[config.mk]
export PLATFORM = sky130hd
export DESIGN_NAME = byte_serial_adder_ctrl
export DESIGN_NICKNAME = d
export VERILOG_FILES = /design/src/rtl/byte_serial_adder_ctrl.sv
export SDC_FILE = /design/constraint.sdc
export NUM_CORES = 1
export LEC_CHECK = 0
export BUFFER_PORTS_ARGS = -buffer_cell sky130_fd_sc_hd__clkbuf_2
export CORE_MARGIN = 2
export CORE_UTILIZATION = 50
export CTS_CLUSTER_DIAMETER = 50
export DETAILED_ROUTE_END_ITERATION = 6
export PLACE_DENSITY = 0.77
export SETUP_SLACK_MARGIN = 0.4
export SYNTH_ARGS = -nofsm -noshare
export SYNTH_HDL_FRONTEND = slang
export SYNTH_HIERARCHICAL = 1
export SYNTH_SLANG_ARGS = --single-unit
[constraint.sdc]
create_clock -name clk -period 4.9 [get_ports clk]
set_input_delay 0 -clock clk [delete_from_list [all_inputs] [get_ports clk]]
set_output_delay 0 -clock clk [all_outputs]
set_load 0.02 [all_outputs]
[src/rtl/byte_serial_adder_ctrl.sv]
// Byte-serial WIDTH-bit adder: a single 8-bit ripple adder (cra8) is reused once per byte, LSB first.
// Optional subtract path is compiled in with `define SERIAL_SUB_EN.

module cra8 (
    input  logic [7:0] x_i,
    input  logic [7:0] y_i,
    input  logic       c_i,
    output logic [7:0] f_o,
    output logic       c_o
);
    logic [8:0] c;

    assign c[0] = c_i;

    for (genvar i = 0; i < 8; i++) begin : g_fa
        assign f_o[i]   = x_i[i] ^ y_i[i] ^ c[i];
        assign c[i + 1] = (x_i[i] & y_i[i]) | (x_i[i] & c[i]) | (y_i[i] & c[i]);
    end

    assign c_o = c[8];
endmodule

module byte_serial_adder_ctrl #(
    parameter int WIDTH = 32
) (
    input  logic             clk,
    input  logic             rst,
    input  logic             in_valid_i,
    output logic             in_ready_o,
    input  logic [WIDTH-1:0] a_i,
    input  logic [WIDTH-1:0] b_i,
    input  logic             cin_i,
    input  logic             sub_i,
    output logic             out_valid_o,
    input  logic             out_ready_i,
    output logic [WIDTH-1:0] sum_o,
    output logic             cout_o,
    output logic             ovf_o,
    output logic             zero_o,
    output logic             busy_o,
    output logic [1:0]       state_o
);
    // WIDTH must be a multiple of 8 and at least 8.
    localparam int NBYTES = WIDTH / 8;
    localparam int IDXW   = (NBYTES > 1) ? $clog2(NBYTES) : 1;

    typedef enum logic [1:0] {
        S_IDLE = 2'd0,
        S_RUN  = 2'd1,
        S_DONE = 2'd2
    } state_t;

    state_t           state_q;
    logic [IDXW-1:0]  idx_q;
    logic             carry_q;
    logic [WIDTH-1:0] a_q;
    logic [WIDTH-1:0] b_q;
    logic [WIDTH-1:0] sum_q;
    logic             cout_q;
    logic             ovf_q;
    logic             zero_q;
    logic             out_valid_q;
    logic             in_ready_q;
    logic             busy_q;

    logic [WIDTH-1:0] b_eff_d;
    logic             carry_init_d;
    logic [7:0]       x_byte;
    logic [7:0]       y_byte;
    logic [7:0]       f_byte;
    logic             c_byte;
    logic [WIDTH-1:0] sum_d;
    logic             last_byte;
    logic             ovf_d;
    logic             zero_d;

`ifdef SERIAL_SUB_EN
    // Two's-complement subtract: invert b and force the initial carry to 1.
    assign b_eff_d      = sub_i ? ~b_i : b_i;
    assign carry_init_d = sub_i ? 1'b1 : cin_i;
`else
    logic unused_sub;
    assign unused_sub   = sub_i;
    assign b_eff_d      = b_i;
    assign carry_init_d = cin_i;
`endif

    always_comb begin
        x_byte = '0;
        y_byte = '0;
        for (int i = 0; i < NBYTES; i++) begin
            if (idx_q == IDXW'(i)) begin
                x_byte = a_q[8*i +: 8];
                y_byte = b_q[8*i +: 8];
            end
        end
    end

    cra8 u_cra8 (
        .x_i (x_byte),
        .y_i (y_byte),
        .c_i (carry_q),
        .f_o (f_byte),
        .c_o (c_byte)
    );

    always_comb begin
        sum_d = sum_q;
        for (int i = 0; i < NBYTES; i++) begin
            if (idx_q == IDXW'(i)) begin
                sum_d[8*i +: 8] = f_byte;
            end
        end
    end

    // Flags are taken from the fully assembled sum on the final RUN cycle.
    assign last_byte = (idx_q == IDXW'(NBYTES - 1));
    assign ovf_d     = (a_q[WIDTH-1] == b_q[WIDTH-1]) && (sum_d[WIDTH-1] != a_q[WIDTH-1]);
    assign zero_d    = ~|sum_d;

    // Handshakes: a transfer happens on a rising edge where valid && ready are both 1.
    // in_ready is 1 only in IDLE; out_valid stays high, outputs frozen, until out_ready.
    always_ff @(posedge clk or posedge rst) begin
        if (rst) begin
            state_q     <= S_IDLE;
            idx_q       <= '0;
            carry_q     <= 1'b0;
            a_q         <= '0;
            b_q         <= '0;
            sum_q       <= '0;
            cout_q      <= 1'b0;
            ovf_q       <= 1'b0;
            zero_q      <= 1'b0;
            out_valid_q <= 1'b0;
            in_ready_q  <= 1'b1;
            busy_q      <= 1'b0;
        end else begin
            case (state_q)
                S_IDLE: begin
                    if (in_valid_i) begin
                        a_q        <= a_i;
                        b_q        <= b_eff_d;
                        carry_q    <= carry_init_d;
                        idx_q      <= '0;
                        in_ready_q <= 1'b0;
                        busy_q     <= 1'b1;
                        state_q    <= S_RUN;
                    end
                end
                S_RUN: begin
                    sum_q   <= sum_d;
                    carry_q <= c_byte;
                    if (last_byte) begin
                        idx_q       <= '0;
                        cout_q      <= c_byte;
                        ovf_q       <= ovf_d;
                        zero_q      <= zero_d;
                        out_valid_q <= 1'b1;
                        state_q     <= S_DONE;
                    end else begin
                        idx_q <= idx_q + IDXW'(1);
                    end
                end
                S_DONE: begin
                    if (out_ready_i) begin
                        out_valid_q <= 1'b0;
                        busy_q      <= 1'b0;
                        in_ready_q  <= 1'b1;
                        state_q     <= S_IDLE;
                    end
                end
                default: begin
                    out_valid_q <= 1'b0;
                    busy_q      <= 1'b0;
                    in_ready_q  <= 1'b1;
                    state_q     <= S_IDLE;
                end
            endcase
        end
    end

    assign in_ready_o  = in_ready_q;
    assign out_valid_o = out_valid_q;
    assign sum_o       = sum_q;
    assign cout_o      = cout_q;
    assign ovf_o       = ovf_q;
    assign zero_o      = zero_q;
    assign busy_o      = busy_q;
    assign state_o     = state_q;
endmodule
# == Word-level counts from Yosys, hierarchy flattened ==
# Cells that the tools add are included.
# word_totals
ff_bits,107
output_inout_bits,40
# op_classes
n_bitwise,58
n_eq_ne,10
n_addsub,1
n_reduce_logical,12
n_mux,29
# op_table
op,n
$mux W8,12
$reduce_or A32 Y1,1
$and A1 B1 Y1,24
$or A1 B1 Y1,16
$xor A1 B1 Y1,16
$mux W2,5
$pmux W1 S3,3
$reduce_and A3 Y1,3
$eq A2 B2 Y1 const B,3
$mux W1,6
$ne A2 B2 Y1 const B,3
$pmux W2 S3,1
$reduce_and A2 Y1,3
$eq A2 B1 Y1 const B,2
$logic_not A2 Y1,2
$pmux W2 S2,1
$add A2 B1 Y2 const B,1
$not A1 Y1,2
$pmux W1 S2,1
$reduce_bool A2 Y1,1
$eq A1 B1 Y1,1
$logic_and A1 B1 Y1,1
$logic_not A1 Y1,1
$ne A1 B1 Y1,1

# == Depth between registers and ports, before layout ==
# depth
word_depth,30
depth_mapped,25
ltp_nobuf,22

# == Modules after synthesis ==
# Netlist, hierarchy kept.
# modules_own_cells
module,area_each_um2,cells_per_inst,n_inst,seq_area_each_um2
byte_serial_adder_ctrl,5051.1,385,1,2678.8
cra8,197.7,18,1,0.0

# == Worst setup path after synthesis ==
# No wires, ideal clock.
# synth_timing
path_type,reg-to-reg
startpoint,reg idx_q[0]
endpoint,reg zero_q (netlist: zero_o)
n_path_buf,2
arrival_time_ps,5054
setup_slack_ps,-275
path_stages_with_launch,24
cell_sequence,dfrtp_1 inv_1 ha_1 nor2b_1 clkbuf_1 a221oi_1 o31ai_1 inv_1 fa_1 inv_1 fa_1 fa_1 fa_1 fa_1 fa_1 fa_1 inv_1 fa_1 inv_1 clkbuf_1 nor2_1 a22oi_1 nor2_1 a32o_1
# synth_via
elab_chain_cells,30
word_cells_on_any_way,70
# synth_rtl
item,line_no,rtl
start: declaration,54,logic [IDXW-1:0] idx_q;
start signal: assignment,161,idx_q <= idx_q + IDXW'(1);
$logic_not A2 Y1,92,if (idx_q == IDXW'(i)) begin
$mux W8 (3 in series),92,
$mux W8 *,92,
via x_byte[0],68,logic [7:0] x_byte;
$and A1 B1 Y1,17,assign c[i + 1] = (x_i[i] & y_i[i]) | (x_i[i] & c[i]) | (y_i[i] & c[i]);
$or A1 B1 Y1 * (2 in series),17,
$and A1 B1 Y1,17,
$or A1 B1 Y1,17,
[13 not listed],--,
$and A1 B1 Y1,17,
$or A1 B1 Y1,17,
$or A1 B1 Y1 *,17,
$xor A1 B1 Y1 *,16,assign f_o[i] = x_i[i] ^ y_i[i] ^ c[i];
via f_byte[7],70,logic [7:0] f_byte;
$mux W8,110,if (idx_q == IDXW'(i)) begin
$reduce_or A32 Y1 *,119,assign zero_d = ~|sum_d;
$logic_not A1 Y1 *,119,
end signal: assignment,157,zero_q <= zero_d;
end: declaration,61,logic zero_q;
# Mark *: on every way through the listed nets, which the timed path passes. The rest lies on a longest branch.
# A chain may end at the register's enable or synchronous reset.

# == Final worst setup path ==
# layout_timing
startpoint,reg idx_q[1]
endpoint,reg zero_q (netlist: zero_o)
# The elaborated chain is that of the path after synthesis.

==> results.toml <==
[worst_setup_path]
rr_endpoint = "zero_o"
cp_cell_sequence = "inv_2, ha_4, nor2b_4, a221oi_2, o31ai_1, inv_1, fa_1, inv_1, fa_2, fa_2, fa_2, fa_2, fa_2, fa_2, inv_2, fa_1, inv_2, nor2_1, a22oi_1, nor2_1, a32o_1"
critPathKind = "flip-flop to flip-flop"
end_kind = "flip-flop"
cp_common_cell = "fa_2"
start_kind = "flip-flop"
reg2reg_depth = 21
crit_fanout = 8
max_stage_delay_ns = 0.42
worstPathRequired_ns = 5.16
rr_startpoint = "idx_q[1]"
rrSetupSlack_ns = 0.15
arrival_ns = 5.01
slowest_stage = "fa_1"

[layout]
area_growth_pct = 30.2
multi_input_area_um2 = 2340
regArea_um2 = 2680
final_util = 0.665
final_nets = 664
num-fill-cells = 765
finalNonFillerCells = 723
diodes = 0
drive_gt1_frac = 0.445

[logic_synthesis]
yosys.cell_types.count = 36
synth_seq_cells = 107
synth_warnings = 6
yosysSeqAreaShare = 0.510
synth_flop_cell = "dfrtp_1"
synth_top_cell_by_area = "dfrtp_1"
synth_nets = 485
synth.avg_cell_area_um2 = 13.0
synth_common_cells = "106 x dfrtp_1, 59 x mux2_2, 34 x mux2_4"
synth.top_cell.area_share = 0.505
ys_top_cells_by_area = "dfrtp_1 51%, mux2_2 13%, mux2_4 9.7%"
synth-edff-count = 0
async_flop_share = 1.00
syn_area_um2 = 5250
synthCells = 403
synth_most_common_cell = "dfrtp_1"

[grt]
grt_max_degree = 87
grt_usage = 0.225
grt_pass1_wl_mm = 19.8
grt_pass1_vias = 3883
antenna_found_initial = 0
grt_remaining_overflow = 0

[sta]
worst_slew_pin_slew_ns = 1.07
worst_slack_ns = 0.150
slew_headroom = 0.289
setup_viol = 0
fmax_ghz = 0.211
slew_violations = 0
clock_skew_ns = 0.00964
finalHoldViolations = 0
tns_ns = 0
min_period_ns = 4.75
min_period_over_period = 0.969
rsz0062_at_grt = "true"

[pwr]
p_sw_mw = 2.30
clkPwrFrac = 0.108
p_leak_nw = 3.14
powerDensity_nw_per_um2 = 805
swShare = 0.418
combPwrFrac = 0.588
p_int_mw = 3.20
p_seq_frac = 0.304
ir_drop_uv = 548
p_total_mw = 5.50

[place]
hpwl_mm = 8.15
dp_cells = 635
port_buffers = 108
dp_slack_ns = 0.0136
place_congestion = 0.812

[job]
cap_violations = 0

[clock_network]
clockRootBuffer = "clkbuf_8"
htree_levels = 3
cts_sinks = 107
cts_buffers = 9
cts_tree = "built"
clockBufferDepth = 2
clock_latency_ns = 0.36
cts.clk_slew.worst_paths_ns = 0.10

[floorplan]
start_util = 0.511
num_rows = 37
die_y_um = 106
die_w_um = 106
die_area_um2 = 11300
core_um2 = 10300
io_pins = 110

[route]
vias = 3806
viasPerCell = 5.26
post-route-drc-count = 0
first_iter_violations = 206
wl_mm = 12.1
avgRoutedWirePerCell_um = 16.7
ant_nets = 0
drt-pass1-iter-count = 5

[status]
status = "completed"

[hold_path]
hold_path_class = "primary input to async pin"
==> critical path: cells and delay by family (launching register included) <==
kind | cells | cell delay, ns
fa+ha+maj | 9 | 2.89
compound gates | 4 | 0.71
buf+inv | 5 | 0.45
flops | 1 | 0.41
simple gates | 3 | 0.18
==> through the flow <==
step | hold WS, ns | cell area, um2
2_1_floorplan | 0.135 | 5310
3_3_place_gp | -0.0471 | 5840
3_5_place_dp | -0.0438 | 5840
4_1_cts | 0.117 | 6810
5_1_grt | 0.129 | 6840
6_report | 0.118 | 6840
==> area by class of cell <==
type,count,area share
well taps,136,0.0249
multi-input cells,255,0.342
clock inverters,7,0.0148
inverters,16,0.00915
flip-flops and latches,107,0.392
repair buffers,193,0.198
clock buffers,9,0.0181
==> sequential cells by signal (all words and copies together) (netlist names) <==
signal	flops
a_q	32
zero_o	1
b_q	32
in_ready_o	1
carry_q	1
out_valid_o	1
state_o	2
cout_o	1
idx_q	2
sum_o	32
busy_o	1
ovf_o	1
==> per-layer routing <==
metal	GRT usage	wire length (um)	vias up
li1	-	-	1767
met1	0.293	5140	1903
met2	0.393	6230	121
met3	0.0411	552	15
met4	0.0519	169	0
met5	0	0	-
==> power groups by stage <==
stage,sequential (mW),combinational [mW],clock (mW)
6_report,1.67,3.23,0.596
5_1_grt,1.73,3.51,0.650
4_1_cts,1.67,3.16,0.609
3_5_place_dp,1.69,2.99,0
3_3_place_gp,1.67,2.90,0
2_1_floorplan,1.76,2.16,0
==> cells by family after synthesis <==
logic type	count (synthesis)	synth area share
and+or+nand+nor	84	0.0851
adders and majority gates	12	0.0400
AOI/OAI and AO/OA	60	0.0708
muxes	99	0.236
buffers and inverters	41	0.0575
DFF	107	0.510
==> cell usage in the layout, fill, tap and decap left out, drive strengths merged <==
master,instances
a22oi,2
clkinvlp,2
ha,4
bufinv,2
a21oi,23
nor4,8
nor2b,13
a32o,1
buf,17
dfstp,1
o21ai,14
nand2,36
inv,17
o22ai,1
a22o,1
dlygate4sd3,68
nor2,15
a221oi,8
mux2i,2
fa,8
mux2,97
clkinv,2
o22a,1
o31ai,8
dfrtp,106
nor3,4
o21bai,1
nand3b,8
clkbuf,117
==> worst max path at each step <==
| stage | from | end | slack [ns] | depth (start not counted) |
|---|---|---|---|---|
| 2_1_floorplan | idx_q[1] | zero_o | 0.13 | 24 |
| 3_3_place_gp | idx_q[1] | zero_o | 0.13 | 21 |
| 3_5_place_dp | idx_q[1] | zero_o | 0.01 | 21 |
| 4_1_cts | idx_q[0] | zero_o | 0.21 | 21 |
| 5_1_grt | idx_q[1] | zero_o | -0.01 | 22 |
| 6_report | idx_q[1] | zero_o | 0.15 | 21 |
==> repair_timing <==
item	in CTS	in global routing
hold endpoints to repair	89	0
resized for setup	11	4
setup endpoints to repair	4	6
pin swaps	1	4
buffers inserted	3	1
hold buffers	68	0
No activity file was read; power rests on OpenSTA's default activity.
